### src/rtl/lcd_hd44780_ctrl_if.sv
// Host-side bundle of the HD44780 controller: character buffer, refresh handshake and LCD pins.
// The controller takes the slave view; the character source/host takes the master view.
interface lcd_hd44780_ctrl_if #(
    parameter int ROWS = 2,
    parameter int COLS = 16
);
    logic [ROWS*COLS*8-1:0] chars;
    logic                   refresh_req;
    logic                   refresh_ack;
    logic                   busy;
    logic                   LCD_EN;
    logic                   LCD_RS;
    logic                   LCD_RW;
    logic [7:0]             LCD_DATA;

    modport master (
        output chars, refresh_req,
        input  refresh_ack, busy, LCD_EN, LCD_RS, LCD_RW, LCD_DATA
    );

    modport slave (
        input  chars, refresh_req,
        output refresh_ack, busy, LCD_EN, LCD_RS, LCD_RW, LCD_DATA
    );
endinterface

### src/rtl/lcd_hd44780_ctrl.sv
// Parametrised HD44780 character-LCD controller (1/2/4 rows, 8-40 cols, 8- or 4-bit bus).
// Single-clock design: every LCD bus phase lasts one tick of a CLOCK_50 divider.
module lcd_hd44780_ctrl #(
    parameter int ROWS       = 2,
    parameter int COLS       = 16,
    parameter int BUS4       = 0,
    parameter int CONTINUOUS = 1,
    parameter int TICK_DIV   = 125000,
    parameter int LONG_TICKS = 1
) (
    input logic               CLOCK_50,
    input logic               Reset_n,
    lcd_hd44780_ctrl_if.slave bus
);
    localparam int              NB        = ROWS * COLS;
    localparam int              IW        = (NB > 1) ? $clog2(NB) : 1;
    localparam int              TW        = $clog2(TICK_DIV + 1);
    localparam logic [TW-1:0]   TICK_LAST = TW'(TICK_DIV - 1);
    localparam logic [1:0]      ROW_LAST  = 2'(ROWS - 1);
    localparam logic [5:0]      COL_LAST  = 6'(COLS);
    localparam logic [3:0]      INIT_LAST = (BUS4 != 0) ? 4'd8 : 4'd7;
    localparam logic [15:0]     LONG_N    = 16'(LONG_TICKS);
    localparam logic [7:0]      FS        = 8'h20 | ((BUS4 != 0) ? 8'h00 : 8'h10)
                                                  | ((ROWS == 1) ? 8'h00 : 8'h08);

    typedef enum logic [1:0] {S_INIT0, S_INIT, S_IDLE, S_REFRESH} state_e;
    typedef enum logic [2:0] {PH_HI_EN, PH_HI_HOLD, PH_LO_EN, PH_LO_HOLD, PH_WAIT} phase_e;

    logic [TW-1:0] tcnt_q;
    logic          tick;

    state_e        state_q;
    phase_e        phase_q;
    logic [3:0]    idx_q;
    logic [1:0]    row_q;
    logic [5:0]    col_q;
    logic [15:0]   wait_q;
    logic          pend_q;
    logic          served_q;
    logic          ack_q;
    logic          busy_q;
    logic          en_q;
    logic          rs_q;
    logic [7:0]    data_q;
    logic [7:0]    snap_q [NB];

    logic [7:0]    cur_byte;
    logic          cur_rs;
    logic          nib_only;
    logic          long_cmd;
    logic          in_xfer;
    logic          bus_last;
    logic          item_done;
    logic          init_done;
    logic          pass_done;
    logic          start_pass;
    logic [IW-1:0] sidx;

    function automatic logic [7:0] row_base(input logic [1:0] r);
        case (r)
            2'd0:    return 8'h00;
            2'd1:    return 8'h40;
            2'd2:    return 8'h14;
            default: return 8'h54;
        endcase
    endfunction

    assign tick = (tcnt_q == TICK_LAST);

    always_ff @(posedge CLOCK_50 or negedge Reset_n) begin
        if (!Reset_n) tcnt_q <= '0;
        else          tcnt_q <= tick ? '0 : tcnt_q + 1'b1;
    end

    // col_q == 0 is the row address command; columns 1..COLS map to snapshot bytes.
    assign sidx = IW'(int'(row_q) * COLS + int'(col_q) - 1);

    always_comb begin
        cur_byte = 8'h00;
        cur_rs   = 1'b0;
        nib_only = 1'b0;
        if (state_q == S_REFRESH) begin
            if (col_q == '0) begin
                cur_byte = 8'h80 | row_base(row_q);
            end else begin
                cur_byte = snap_q[sidx];
                cur_rs   = 1'b1;
            end
        end else if (BUS4 != 0) begin
            case (idx_q)
                4'd0, 4'd1, 4'd2: begin cur_byte = 8'h30; nib_only = 1'b1; end
                4'd3:             begin cur_byte = 8'h20; nib_only = 1'b1; end
                4'd4:             cur_byte = FS;
                4'd5:             cur_byte = 8'h08;
                4'd6:             cur_byte = 8'h01;
                4'd7:             cur_byte = 8'h0C;
                default:          cur_byte = 8'h06;
            endcase
        end else begin
            case (idx_q)
                4'd0, 4'd1, 4'd2, 4'd3: cur_byte = FS;
                4'd4:                   cur_byte = 8'h08;
                4'd5:                   cur_byte = 8'h01;
                4'd6:                   cur_byte = 8'h0C;
                default:                cur_byte = 8'h06;
            endcase
        end
    end

    assign long_cmd   = !cur_rs && (cur_byte == 8'h01 || cur_byte == 8'h02) && (LONG_TICKS > 0);
    assign in_xfer    = (state_q == S_INIT) || (state_q == S_REFRESH);
    assign bus_last   = (BUS4 == 0 || nib_only) ? (phase_q == PH_HI_HOLD) : (phase_q == PH_LO_HOLD);
    assign item_done  = tick && in_xfer &&
                        ((bus_last && !long_cmd) || (phase_q == PH_WAIT && wait_q == 16'd1));
    assign init_done  = item_done && (state_q == S_INIT) && (idx_q == INIT_LAST);
    assign pass_done  = item_done && (state_q == S_REFRESH) && (row_q == ROW_LAST) && (col_q == COL_LAST);
    assign start_pass = ((CONTINUOUS != 0) && (init_done || pass_done)) ||
                        (tick && (state_q == S_IDLE) && pend_q);

    // Later assignments deliberately override earlier ones: item advance beats the
    // phase step, and a new pass entry beats everything else.
    always_ff @(posedge CLOCK_50 or negedge Reset_n) begin
        if (!Reset_n) begin
            state_q  <= S_INIT0;
            phase_q  <= PH_HI_EN;
            idx_q    <= '0;
            row_q    <= '0;
            col_q    <= '0;
            wait_q   <= '0;
            pend_q   <= 1'b0;
            served_q <= 1'b0;
            ack_q    <= 1'b0;
            busy_q   <= 1'b1;
            en_q     <= 1'b0;
            rs_q     <= 1'b0;
            data_q   <= '0;
            for (int unsigned i = 0; i < NB; i++) snap_q[i] <= '0;
        end else begin
            ack_q <= pass_done && served_q;
            if (bus.refresh_req) pend_q <= 1'b1;

            if (tick && state_q == S_INIT0) begin
                state_q <= S_INIT;
                idx_q   <= '0;
                phase_q <= PH_HI_EN;
            end

            if (tick && in_xfer) begin
                unique case (phase_q)
                    PH_HI_EN: begin
                        en_q    <= 1'b1;
                        rs_q    <= cur_rs;
                        data_q  <= (BUS4 != 0) ? {cur_byte[7:4], 4'h0} : cur_byte;
                        phase_q <= PH_HI_HOLD;
                    end
                    PH_HI_HOLD: begin
                        en_q    <= 1'b0;
                        phase_q <= PH_LO_EN;
                    end
                    PH_LO_EN: begin
                        en_q    <= 1'b1;
                        data_q  <= {cur_byte[3:0], 4'h0};
                        phase_q <= PH_LO_HOLD;
                    end
                    PH_LO_HOLD: en_q <= 1'b0;
                    default:    wait_q <= wait_q - 1'b1;
                endcase
                if (bus_last && long_cmd) begin
                    phase_q <= PH_WAIT;
                    wait_q  <= LONG_N;
                end
            end

            if (item_done) begin
                phase_q <= PH_HI_EN;
                if (state_q == S_INIT) begin
                    idx_q <= idx_q + 1'b1;
                    if (init_done) begin
                        state_q <= S_IDLE;
                        busy_q  <= 1'b0;
                    end
                end else if (pass_done) begin
                    state_q <= S_IDLE;
                    busy_q  <= 1'b0;
                end else if (col_q == COL_LAST) begin
                    row_q <= row_q + 1'b1;
                    col_q <= '0;
                end else begin
                    col_q <= col_q + 1'b1;
                end
            end

            if (start_pass) begin
                state_q  <= S_REFRESH;
                busy_q   <= 1'b1;
                phase_q  <= PH_HI_EN;
                row_q    <= '0;
                col_q    <= '0;
                pend_q   <= 1'b0;
                served_q <= pend_q;
                for (int unsigned i = 0; i < NB; i++) snap_q[i] <= bus.chars[i*8 +: 8];
            end
        end
    end

    assign bus.LCD_EN      = en_q;
    assign bus.LCD_RS      = rs_q;
    assign bus.LCD_RW      = 1'b0;
    assign bus.LCD_DATA    = data_q;
    assign bus.refresh_ack = ack_q;
    assign bus.busy        = busy_q;
endmodule
### src/flat_wrapper.sv
// flat-port wrapper written by rule: the top's interface ports become plain ports
module lcd_hd44780_ctrl_flat 
#(
    parameter int ROWS       = 2,
    parameter int COLS       = 16,
    parameter int BUS4       = 0,
    parameter int CONTINUOUS = 1,
    parameter int TICK_DIV   = 125000,
    parameter int LONG_TICKS = 1
)
  (CLOCK_50, Reset_n, bus_chars, bus_refresh_req, bus_refresh_ack, bus_busy, bus_LCD_EN, bus_LCD_RS, bus_LCD_RW, bus_LCD_DATA);
  lcd_hd44780_ctrl_if #(.ROWS(ROWS), .COLS(COLS)) bus_i ();
  input logic CLOCK_50;
  input logic Reset_n;
  input wire logic [$bits(bus_i.chars)-1:0] bus_chars;
  input wire logic [$bits(bus_i.refresh_req)-1:0] bus_refresh_req;
  output wire logic [$bits(bus_i.refresh_ack)-1:0] bus_refresh_ack;
  output wire logic [$bits(bus_i.busy)-1:0] bus_busy;
  output wire logic [$bits(bus_i.LCD_EN)-1:0] bus_LCD_EN;
  output wire logic [$bits(bus_i.LCD_RS)-1:0] bus_LCD_RS;
  output wire logic [$bits(bus_i.LCD_RW)-1:0] bus_LCD_RW;
  output wire logic [$bits(bus_i.LCD_DATA)-1:0] bus_LCD_DATA;
  assign bus_i.chars = bus_chars;
  assign bus_i.refresh_req = bus_refresh_req;
  assign bus_refresh_ack = bus_i.refresh_ack;
  assign bus_busy = bus_i.busy;
  assign bus_LCD_EN = bus_i.LCD_EN;
  assign bus_LCD_RS = bus_i.LCD_RS;
  assign bus_LCD_RW = bus_i.LCD_RW;
  assign bus_LCD_DATA = bus_i.LCD_DATA;
  lcd_hd44780_ctrl #(.ROWS(ROWS), .COLS(COLS), .BUS4(BUS4), .CONTINUOUS(CONTINUOUS), .TICK_DIV(TICK_DIV), .LONG_TICKS(LONG_TICKS)) u_core (.CLOCK_50(CLOCK_50), .Reset_n(Reset_n), .bus(bus_i));
endmodule
### config.mk
export PLATFORM = sky130hd
export DESIGN_NAME = lcd_hd44780_ctrl_flat
export DESIGN_NICKNAME = d
export VERILOG_FILES = /design/src/rtl/lcd_hd44780_ctrl_if.sv /design/src/rtl/lcd_hd44780_ctrl.sv /design/src/flat_wrapper.sv
export SDC_FILE = /design/constraint.sdc
export NUM_CORES = 1
export LEC_CHECK = 0
export CAP_MARGIN = 0
export CORE_AREA = 2 2 197 199
export CTS_BUF_LIST = sky130_fd_sc_hd__clkbuf_2
export DETAILED_ROUTE_END_ITERATION = 10
export DIE_AREA = 0 0 199 201
export PLACE_DENSITY_LB_ADDON = 0.1
export SYNTH_ARGS = -nofsm -noshare
export SYNTH_HDL_FRONTEND = slang
export SYNTH_SLANG_ARGS = --single-unit
### constraint.sdc
create_clock -name CLOCK_50 -period 7.5 [get_ports CLOCK_50]
set_clock_uncertainty 0.05 [all_clocks]
set_input_delay 1.5 -clock CLOCK_50 [delete_from_list [all_inputs] [get_ports CLOCK_50]]
set_output_delay 1.5 -clock CLOCK_50 [all_outputs]
set_load 0.01 [all_outputs]
==> results of run 1 <==
cell type report:
class | instances | area share [%]
well taps | 518 | 3.416
inverters | 16 | 0.3165
repair buffers | 280 | 14.80
diodes | 7 | 0.09231
clock inverters | 25 | 0.9759
clock buffers | 138 | 3.640
flip-flops and latches | 320 | 42.23
multi-input cells | 619 | 34.54
power by group through the flow:
stage | Combinational, W | Sequential [W] | Clock, W
after floorplan | 0.00000183 | 0.00176 | 0
after global placement | 0.000176 | 0.00176 | 0
after detailed placement | 0.000176 | 0.00176 | 0
after CTS | 0.000177 | 0.00172 | 0.00142
after global routing | 0.000187 | 0.00172 | 0.00152
final | 0.000172 | 0.00172 | 0.00135
worst max-delay path: stages (launching register included):
cell      delay (ns)
dfrtp_1         0.39
ha_1            0.23
or4b_1          0.50
nor4_4          0.76
nand4b_1        0.33
a41oi_1         0.41
nor2_1          0.20
o21ai_4         0.31
buf_4           0.76
mux2_2          0.41
flip-flops by register name (all words and copies together) (netlist names), 2 cells and up:
signal	flops
u_core.col_q	6
u_core.row_q	2
u_core.snap_q	256
u_core.bus.LCD_DATA	8
u_core.tcnt_q	17
u_core.idx_q	4
u_core.phase_q	3
u_core.wait_q	16
u_core.state_q	2
logic make-up after synthesis:
logic type,Yosys count,synth area share [%]
xor gates and xnor gates,35,2.044
AOI/OAI and AO/OA,61,2.628
muxes,348,31.80
adders and majority gates,19,1.635
and+or+nand+nor,155,5.414
other,1,0.02500
DFF,320,53.40
buffers and inverters,76,3.061
stage by stage:
stage / setup WS [ns] / power [W] / util (%) / area [µm²] / instances
2_1_floorplan: 3.327 / 0.001760 / - / 15000 / 1015
3_3_place_gp: 3.135 / 0.001934 / 47.45 / 18080 / 1753
3_5_place_dp: 3.018 / 0.001934 / 47.45 / 18080 / 1753
4_1_cts: 3.018 / 0.003324 / 49.75 / 18960 / 1916
5_1_grt: 2.585 / 0.003428 / 49.77 / 18970 / 1919
6_report: 2.985 / 0.003250 / 49.80 / 18980 / 1923
path summary, 6_finish.rpt:
kind	endpoint	slack [ns]	cells after the start
min in group asynchronous	u_core.bus.LCD_DATA[7]	0.47	1
worst min register to register	u_core.tcnt_q[10]	0.43	1
max in group asynchronous	u_core.snap_q[35]	5.48	2
worst max register to register	u_core.snap_q[71]	2.99	9
worst min-delay path	u_core.tcnt_q[10]	0.43	1
worst max-delay path	u_core.snap_q[71]	2.99	9
placed cells by master, fill, tap and decap left out, drive strengths merged, types with 4 or more instances in the layout:
cell type and instances:
diode 7, clkinv 20, clkbuf 138, nor4 6, nand3b 5, mux2 258, mux2i 13, dfrtp 319
xnor2 15, o22ai 4, buf 11, nand3 18, a22o 4, nand2 31, xor2 20, and3 6
o21ai 19, nor2b 7, clkdlybuf4s50 269, ha 18, inv 16, nor2 41, mux4 77, and2 4
nand4 6, a21oi 17, nor3 9
per-layer routing:
| metal | global-route usage [%] | part of all wire (%) |
|---|---|---|
| met1 | 25.63 | 43 |
| met3 | 7.107 | 7.9 |
| met2 | 30.47 | 47 |
| met5 | 0 | 0.23 |
| met4 | 6.770 | 2.3 |
==> impl_results.md, run 1 <==
- Per-cell routed wire length: a little under 20 µm
- PortBufs: between 200 and 300
- Reg clk slew, reported paths: about 0.10 ns
- Sequential area share after synthesis: 53.40%
- Synth Instances: around 1,000
- Synth top area share: 53.22%
- DR pass1 iterations: 4
- Synth warn: 0
- Initial Utilization: 39.36%
- Vias in the first global route: 10,240
- Critical path peak fanout: 70
- Multi-input gate area: 0.006554 mm²
- Register share of total power: about 53%
- Top-count cell post-synth: dfrtp_1
- Worst vdd ir: between 0.00009 and 0.0001 V
- Setup TNS: 0 ns
- Register bit count reported by yosys: 320
- Max-slew violation count: 0
- WHS: around 0.43 ns
- Via count: 9,606
- Gr usage total: 19.70%
- Drt drc: 0
- Setup violators final: 0
- Worst Path Arrival: about 5.3 ns
- Library cells used by synthesis: between 50 and 60
- Synthesized area: around 0.015 mm²
- Clock Power Share: 41.7%
- CTS Root Cell: clkbuf_2
- DR vias/cell: 4.995
- Hold_sp: u_core.tcnt_q[10]
- Top cells by count, synth: dfrtp_1 (319), mux2_1 (187), mux4_2 (77)
- Core Area: 0.03811 mm²
- Detail Route Antenna Nets: 0
- Die W: 199 µm
- CTS tree: yes
- Mapped Nets: 1,293
- Clock Sinks: between 300 and 400
- GR Overflow Total: 0
- Syn_area_per_cell: approximately 15 µm²
- Critical path type: reg -> reg
- Status: complete, no violations
- Clk Latency, worst-skew pair: 0.97 ns
- Post-detail-place hpwl: 26,420 µm
- Synth area leaders: dfrtp_1 (53%), mux2_1 (14%), mux4_2 (12%)
- CTS buffer count: 90
- Largest net degree at the start of global routing: between 150 and 200
- Switching power total: 0.0008170 W
- CTS Buffer Depth: 3
- Crit share post-route: 60.19%
- Logic pwr share: about 5.3%
- Pwr dens: 171.3 mW/mm²
- Synth Flop Type: dfrtp_1
- Worst setup SP type: register
- Fin nets: 1,605
- Pleak: 9.072 nW
- Routability cong.: 0.8586
- Internal power: 0.002433 W
- Post-CTS setup buffers: 0
- Ys async rst share: 100.0%
- I/O pin cnt: 272
- Die Area: 0.04000 mm²
- Post-CTS sizing: 0
- CTS H-tree lvls: 3
- Layout cell share with drive strength beyond 1: between 20% and 30%
- Max Cap Viol: 0
- Area added between synthesis and finish: 26.51%
- Reg2reg start: u_core.tcnt_q[0]
- Row cnt: 72
- Worst Tran Pin Value: 1.065 ns
- # fillers: 3,452
- Max frequency: 0.2215 GHz
- Slew margin rel.: 28.76%
- RSZ-0062 raised after global routing: false
- Req. time, crit path: 8.31 ns
- Sw frac: 25.14%
- Final count of hold timing violations: 0
- First-pass GRT wire length: 59,360 µm
- HP Class: reg -> reg
- Initial antenna violation count: 14
- Die Ht: 201 µm
- Post-synth EDFFs: 0
- Critical Path Start: u_core.tcnt_q[0]
- Synth area leader: dfrtp_1
- Register area: roughly 0.008 mm²
- Min Clock Period, post-route: 4.515 ns
- Hold-fix buffers, CTS: 0
- Drt first-iter violations: 418
- Critical Path Sink Type: register
- WL final: 38,120 µm
(Power assumes the default switching activity.)
==> run 2, diff against run 1 <==
==> constraint.sdc (replaced) <==
create_clock -name CLOCK_50 -period 4.45 [get_ports CLOCK_50]
set_clock_uncertainty 0.05 [all_clocks]
set_input_delay 0.89 -clock CLOCK_50 [delete_from_list [all_inputs] [get_ports CLOCK_50]]
set_output_delay 0.89 -clock CLOCK_50 [all_outputs]
set_load 0.01 [all_outputs]
==> impl_results.md, run 2 (synthesis gave the netlist of run 1 again) <==
- Status: complete, no violations
- Reg-to-reg slack, setup: 0.76 ns (-2.22 ns)
- Min Clock Period, post-route: 3.686 ns (-0.8289 ns)
- Layout cell share with drive strength beyond 1: 22.77% (+0.091 points)
- Hold Path End: u_core.tcnt_q[0]
- Number of flip-flops in the largest register: 256 (unchanged)
- Power after layout: 0.005237 W (+61%)
- DR pass1 iterations: 5 (+1)
- Pwr dens: 274.6 mW/mm² (+60%)
- CTS buffer count: 87 (-3.3%)
- Fin nets: 1,618 (+0.81%)
- Row cnt: 72 (unchanged)
- Clock Sinks: 320 (unchanged)
- Core Area: 0.03811 mm² (unchanged)
- WL final: 38,070 µm (-0.13%)
- Final count of hold timing violations: 0 (unchanged)
- CTS H-tree lvls: 3 (unchanged)
- Sw frac: 24.46% (-0.68 points)
- Worst vdd ir: 0.0001775 V (+86%)
- Die Area: 0.04000 mm² (unchanged)
- Initial Utilization: 39.36% (unchanged)
- Vias in the first global route: 10,460 (+2.1%)
- Most frequent cells in the layout: dfrtp_1 (318), clkdlybuf4s50_1 (269), mux2_1 (187), clkbuf_2 (125), mux4_2 (77)
- Max frequency: 0.2713 GHz (+22%)
- I/O pin cnt: 272 (unchanged)
- PortBufs: 270 (unchanged)
- Slew margin rel.: 45.54% (+17 points)
- Die W: 199 µm (unchanged)
- Per-cell routed wire length: 19.85 µm (+0.13%)
- Pleak: 9.101 nW (+0.32%)
- Logic pwr share: 5.7% (+0.4 points)
- Largest net degree at the start of global routing: 97 (-40%)
- Register share of total power: 55.5% (+2.5 points)
- Reg2reg start: u_core.tcnt_q[0]
- Critical Path Sink Type: register
- Drt first-iter violations: 500 (+20%)
- Multi-input gate area: 0.006554 mm² (unchanged)
- Slowest-stage cell, CP: or4b_1
- Die Ht: 201 µm (unchanged)
- # fillers: 3,424 (-0.81%)
- Register area: 0.008013 mm² (unchanged)
- Req. time, crit path: 5.18 ns (-3.13 ns)
- Most common cell after layout, fill and taps aside: dfrtp_1
- Top Registers: u_core.snap_q x256, u_core.tcnt_q x17, u_core.wait_q x16
- Via count: 9,673 (+0.70%)
- Crit share post-route: 82.82% (+23 points)
- Drt drc: 0 (unchanged)
- GR Overflow Total: 0 (unchanged)
- Clk Latency, worst-skew pair: 0.96 ns (about the same)
- Worst setup SP type: register
- Critical path type: reg -> reg
- Min-Delay Path Depth: 1 (unchanged)
- Worst Tran Pin Value: 0.8095 ns (-0.2552 ns)
- CTS tree: yes
- Reg with most FFs: u_core.snap_q
- Sequence of cells on the critical path: ha_1, or4b_1, nor4_4, nand4b_1, a41oi_1, nor2_1, o21ai_4, buf_12, buf_12, mux2_1
- Largest stage delay on the critical path: 0.50 ns (-0.26 ns)
- Setup TNS: 0 ns (unchanged)
- Cell mode on critical path: buf_12
- Max Cap Viol: 0 (unchanged)
- Setup violators final: 0 (unchanged)
- CTS Root Cell: clkbuf_2
- CP Buf/Inv Count: 2 (+1)
- HP Class: reg -> reg
- Post-detail-place hpwl: 27,490 µm (+4.1%)
- Reg clk slew, reported paths: 0.09 ns (about the same)
- Hold_sp: u_core.tcnt_q[0]
- Initial antenna violation count: 12 (-2)
- Post-CTS sizing: 0 (unchanged)
- Gr usage total: 19.94% (+0.24 points)
- Clock Power Share: 38.8% (-2.9 points)
- Switching power total: 0.001281 W (+57%)
- Area added between synthesis and finish: 27.14%
- Detail Route Antenna Nets: 0 (unchanged)
- Worst Path Arrival: 4.42 ns (-0.91 ns)
- Reg2Reg Capture Point: u_core.snap_q[43]
- Internal power: 0.003956 W (+63%)
- First-pass GRT wire length: 60,210 µm (+1.4%)
- RSZ-0062 raised after global routing: false
- Routability cong.: 0.8489 (-1.1%)
- CP top delay family: simple AND/OR/NAND/NOR gates
- Max-slew violation count: 0 (unchanged)
- Worst-case reg-to-reg path depth: 10 (+1)
- Critical path peak fanout: 55 (-21%)
- CTS Buffer Depth: 3 (unchanged)
- DR vias/cell: 5.043 (+0.96%)
-- run 2: changes by cell type in the layout (fill, tap and decap cells not counted) --
cell / before / now
bufinv_16: 3 / 2
buf_4: 8 / 14
clkinv_4: 1 / 0
dlygate4sd3_1: 0 / 1
diode_2: 7 / 12
inv_2: 0 / 1
buf_12: 2 / 11
clkinvlp_4: 2 / 0
clkbuf_2: 138 / 125
clkinv_1: 19 / 9
-- run 2: routing by layer --
metal	wire length, µm	up-vias	global-route usage (%)
met3	2999	66	7.611
met1	16100	4903	25.38
met2	18030	255	31.14
met5	57	-	0
met4	886	10	6.850
li1	-	4439	-
-- run 2: how the worst max path moves through the flow --
stage	startpoint	end	slack, ns	depth (start not counted)
3_5_place_dp	u_core.tcnt_q[0]	u_core.snap_q[31]	0.77	10
4_1_cts	u_core.tcnt_q[9]	u_core.snap_q[43]	0.74	9
6_report	u_core.tcnt_q[0]	u_core.snap_q[43]	0.76	10
2_1_floorplan	u_core.col_q[0]	u_core.bus.LCD_DATA[7]	0.28	14
5_1_grt	u_core.tcnt_q[0]	u_core.snap_q[43]	0.42	10
3_3_place_gp	u_core.tcnt_q[7]	u_core.snap_q[31]	0.83	9
-- run 2: cell type report --
cell class | count | area share [%]
well taps | 518 | 3.399
repair buffers | 296 | 15.96
clock buffers | 125 | 3.280
flip-flops and latches | 320 | 42.02
inverters | 16 | 0.3149
clock inverters | 12 | 0.5117
diodes | 12 | 0.1575
multi-input cells | 619 | 34.37
-- run 2: power by group through the flow --
| stage | Sequential (W) | Combinational, W | Clock (W) |
|---|---|---|---|
| 2_1_floorplan | 0.00296 | 0.00000309 | 0 |
| 3_3_place_gp | 0.00296 | 0.000303 | 0 |
| 3_5_place_dp | 0.00296 | 0.000304 | 0 |
| 4_1_cts | 0.00291 | 0.000306 | 0.00215 |
| 5_1_grt | 0.00291 | 0.000324 | 0.00231 |
| 6_report | 0.00291 | 0.000298 | 0.00203 |
-- run 2: timing repair --
action	CTS	global route
hold buffers	1	0
setup buffers	0	0
setup endpoints to repair	0	0
endpoints found under the hold margin	92	0
-- run 2: stage by stage --
stage,std cells,area [µm²],hold WS [ns],setup WS [ns],util [%]
after global placement,1768,18310,0.4089,0.8331,48.04
final,1918,19070,0.4282,0.7644,50.05
after CTS,1906,19040,0.3309,0.7373,49.97
after detailed placement,1768,18310,0.4186,0.7668,48.04
after global routing,1912,19060,0.3276,0.4181,50.01
after floorplan,1015,15000,0.3970,0.2770,-
==> run 3, diff against run 2 <==
==> constraint.sdc (replaced) <==
create_clock -name CLOCK_50 -period 3.27 [get_ports CLOCK_50]
set_clock_uncertainty 0.05 [all_clocks]
set_input_delay 0.654 -clock CLOCK_50 [delete_from_list [all_inputs] [get_ports CLOCK_50]]
set_output_delay 0.654 -clock CLOCK_50 [all_outputs]
set_load 0.01 [all_outputs]
==> impl_results.md, run 3 (synthesis gave the netlist of run 1 again) <==
- Crit share post-route: 96.53% (+14 points)
- Routability cong.: 0.7815 (-7.9%)
- Die Ht: 201 µm (unchanged)
- Final count of hold timing violations: 0 (unchanged)
- PnR worst setup slack: 0.1135 ns (-0.6508 ns)
- Gr usage total: 20.16% (+0.23 points)
- Initial Utilization: 39.36% (unchanged)
- Max Cap Viol: 0 (unchanged)
- GR Overflow Total: 0 (unchanged)
- PortBufs: 270 (unchanged)
- Critical path peak fanout: 9 (-84%)
- Worst Path Arrival: 3.90 ns (-0.52 ns)
- Die W: 199 µm (unchanged)
- Largest net degree at the start of global routing: 72 (-26%)
- Layout cell share with drive strength beyond 1: 25.98% (+3.2 points)
- Worst Tran Pin Value: 0.6324 ns (-0.1771 ns)
- Row cnt: 72 (unchanged)
- Area added between synthesis and finish: 31.45%
- # fillers: 3,369 (-1.6%)
- Top Registers: u_core.snap_q x256, u_core.tcnt_q x17, u_core.wait_q x16
- Detail Route Antenna Nets: 0 (unchanged)
- CTS tree: yes
- Req. time, crit path: 4.02 ns (-1.16 ns)
- Post-route cell area: 0.01972 mm² (+3.4%)
- Reg clk slew, reported paths: 0.10 ns (about the same)
- I/O pin cnt: 272 (unchanged)
- Most common cell after layout, fill and taps aside: dfrtp_1
- Setup violators final: 0 (unchanged)
- Max frequency: 0.3168 GHz (+17%)
- Reg with most FFs: u_core.snap_q
- Drt drc: 0 (unchanged)
- CTS buffer count: 89 (+2.3%)
- Fin nets: 1,657 (+2.4%)
- Min Clock Period, post-route: 3.156 ns (-0.5292 ns)
- DR vias/cell: 5.066 (+0.45%)
- First-pass GRT wire length: 60,600 µm (+0.65%)
- Via count: 9,960 (+3.0%)
- Placed cell areas: 0.01862 mm² (+1.7%)
- Final core utilization: 51.74% (+1.7 points)
- Clock Sinks: 320 (unchanged)
- Pleak: 9.450 nW (+3.8%)
- Initial antenna violation count: 10 (-2)
- HP Class: in -> reg
- Critical path type: reg -> reg
- Max-slew violation count: 0 (unchanged)
- Critical Path Sink Type: register
- Place WS: 0.02397 ns (-0.7428 ns)
- Most frequent cells in the layout: dfrtp_1 (318), clkdlybuf4s50_1 (269), mux2_1 (187), clkbuf_2 (139), mux4_2 (77)
- CTS H-tree lvls: 3 (unchanged)
- Drt first-iter violations: 474 (-5.2%)
- Per-cell routed wire length: 20.07 µm (+1.1%)
- Worst vdd ir: 0.0002414 V (+36%)
- Post-detail-place hpwl: 28,650 µm (+4.2%)
- Number of flip-flops in the largest register: 256 (unchanged)
- WL final: 39,450 µm (+3.6%)
- CTS Buffer Depth: 3 (unchanged)
- Status: complete, no violations
- Die Area: 0.04000 mm² (unchanged)
- Core Area: 0.03811 mm² (unchanged)
- DR pass1 iterations: 4 (-1)
- Worst setup SP type: register
- CTS Root Cell: clkbuf_2
- Slew margin rel.: 57.84% (+12 points)
- Vias in the first global route: 10,540 (+0.78%)
- Pwr dens: 375.6 mW/mm² (+37%)
- WHS: 0.2506 ns (-0.1777 ns)
- Clk Latency, worst-skew pair: 0.94 ns (-0.02 ns)
==> run 3: changes by cell type in the layout (fill, tap and decap cells not counted), sizes merged <==
cell      previous run  this run
clkinv               9        15
buf                 26        58
clkbuf             125       144
clkinvlp             0         1
bufinv               2         3
diode               12         1
==> run 3: timing repair <==
action,in CTS,in global routing
endpoints found under the hold margin,64,0
gates resized for setup,0,10
setup buffers,0,5
hold buffers,1,0
endpoints found under the setup margin,0,259
==> run 3: where the power goes <==
group          internal (W)  total (W)             switching [W]  leakage (nW)
combinational      0.000284   0.000421                  0.000137          4.35
clock               0.00135    0.00303                   0.00168         0.650
sequential          0.00395    0.00395  0.0000000000000000000451          4.45
total               0.00559    0.00740                   0.00182          9.45
==> run 3: worst paths after layout <==
kind	from	to	slack, ns	cells past startpoint
max	u_core.tcnt_q[12]	u_core.snap_q[32]	0.11	10
min	bus_refresh_req	u_core.pend_q	0.25	3
max reg2reg	u_core.tcnt_q[12]	u_core.snap_q[32]	0.11	10
min reg2reg	u_core.snap_q[241]	u_core.snap_q[241]	0.44	1
max in group asynchronous	Reset_n	u_core.bus.busy	2.08	3
min in group asynchronous	Reset_n	u_core.col_q[4]	0.27	2
==> run 3: area by class of cell <==
type                    count  area [µm²]  share of cell area [%]
repair buffers            333        3551                   18.01
diodes                      1       2.502                 0.01269
well taps                 518       648.1                   3.287
multi-input cells         619        6588                   33.41
inverters                  16       60.06                  0.3046
clock buffers             139       695.7                   3.528
clock inverters            20       158.9                  0.8059
flip-flops and latches    320        8013                   40.64
==> run 3: through the flow <==
| stage | power, W | TNS, ns | cells |
|---|---|---|---|
| after global routing | 0.007822 | -0.07584 | 1966 |
| after global placement | 0.004464 | 0 | 1795 |
| after detailed placement | 0.004464 | 0 | 1795 |
| final | 0.007405 | 0 | 1966 |
| after floorplan | 0.004037 | -0.001666 | 1015 |
| after CTS | 0.007573 | 0 | 1955 |
==> run 3: per-layer routing <==
layer / track usage, % / wire length (µm)
met1: 26.70 / 16910
met2: 31.14 / 18540
met3: 7.308 / 3037
met4: 5.864 / 836
met5: 0 / 126
==> run 3: worst max-delay path: stages (launching register included) <==
cell and delay (ns):
dfrtp_1 0.43, or4bb_4 0.55, nor4_4 0.37, nand4b_1 0.24, a41oi_2 0.26, nor2_2 0.09
o21ai_4 0.19, buf_12 0.16, buf_12 0.17, buf_4 0.20, mux2_1 0.33
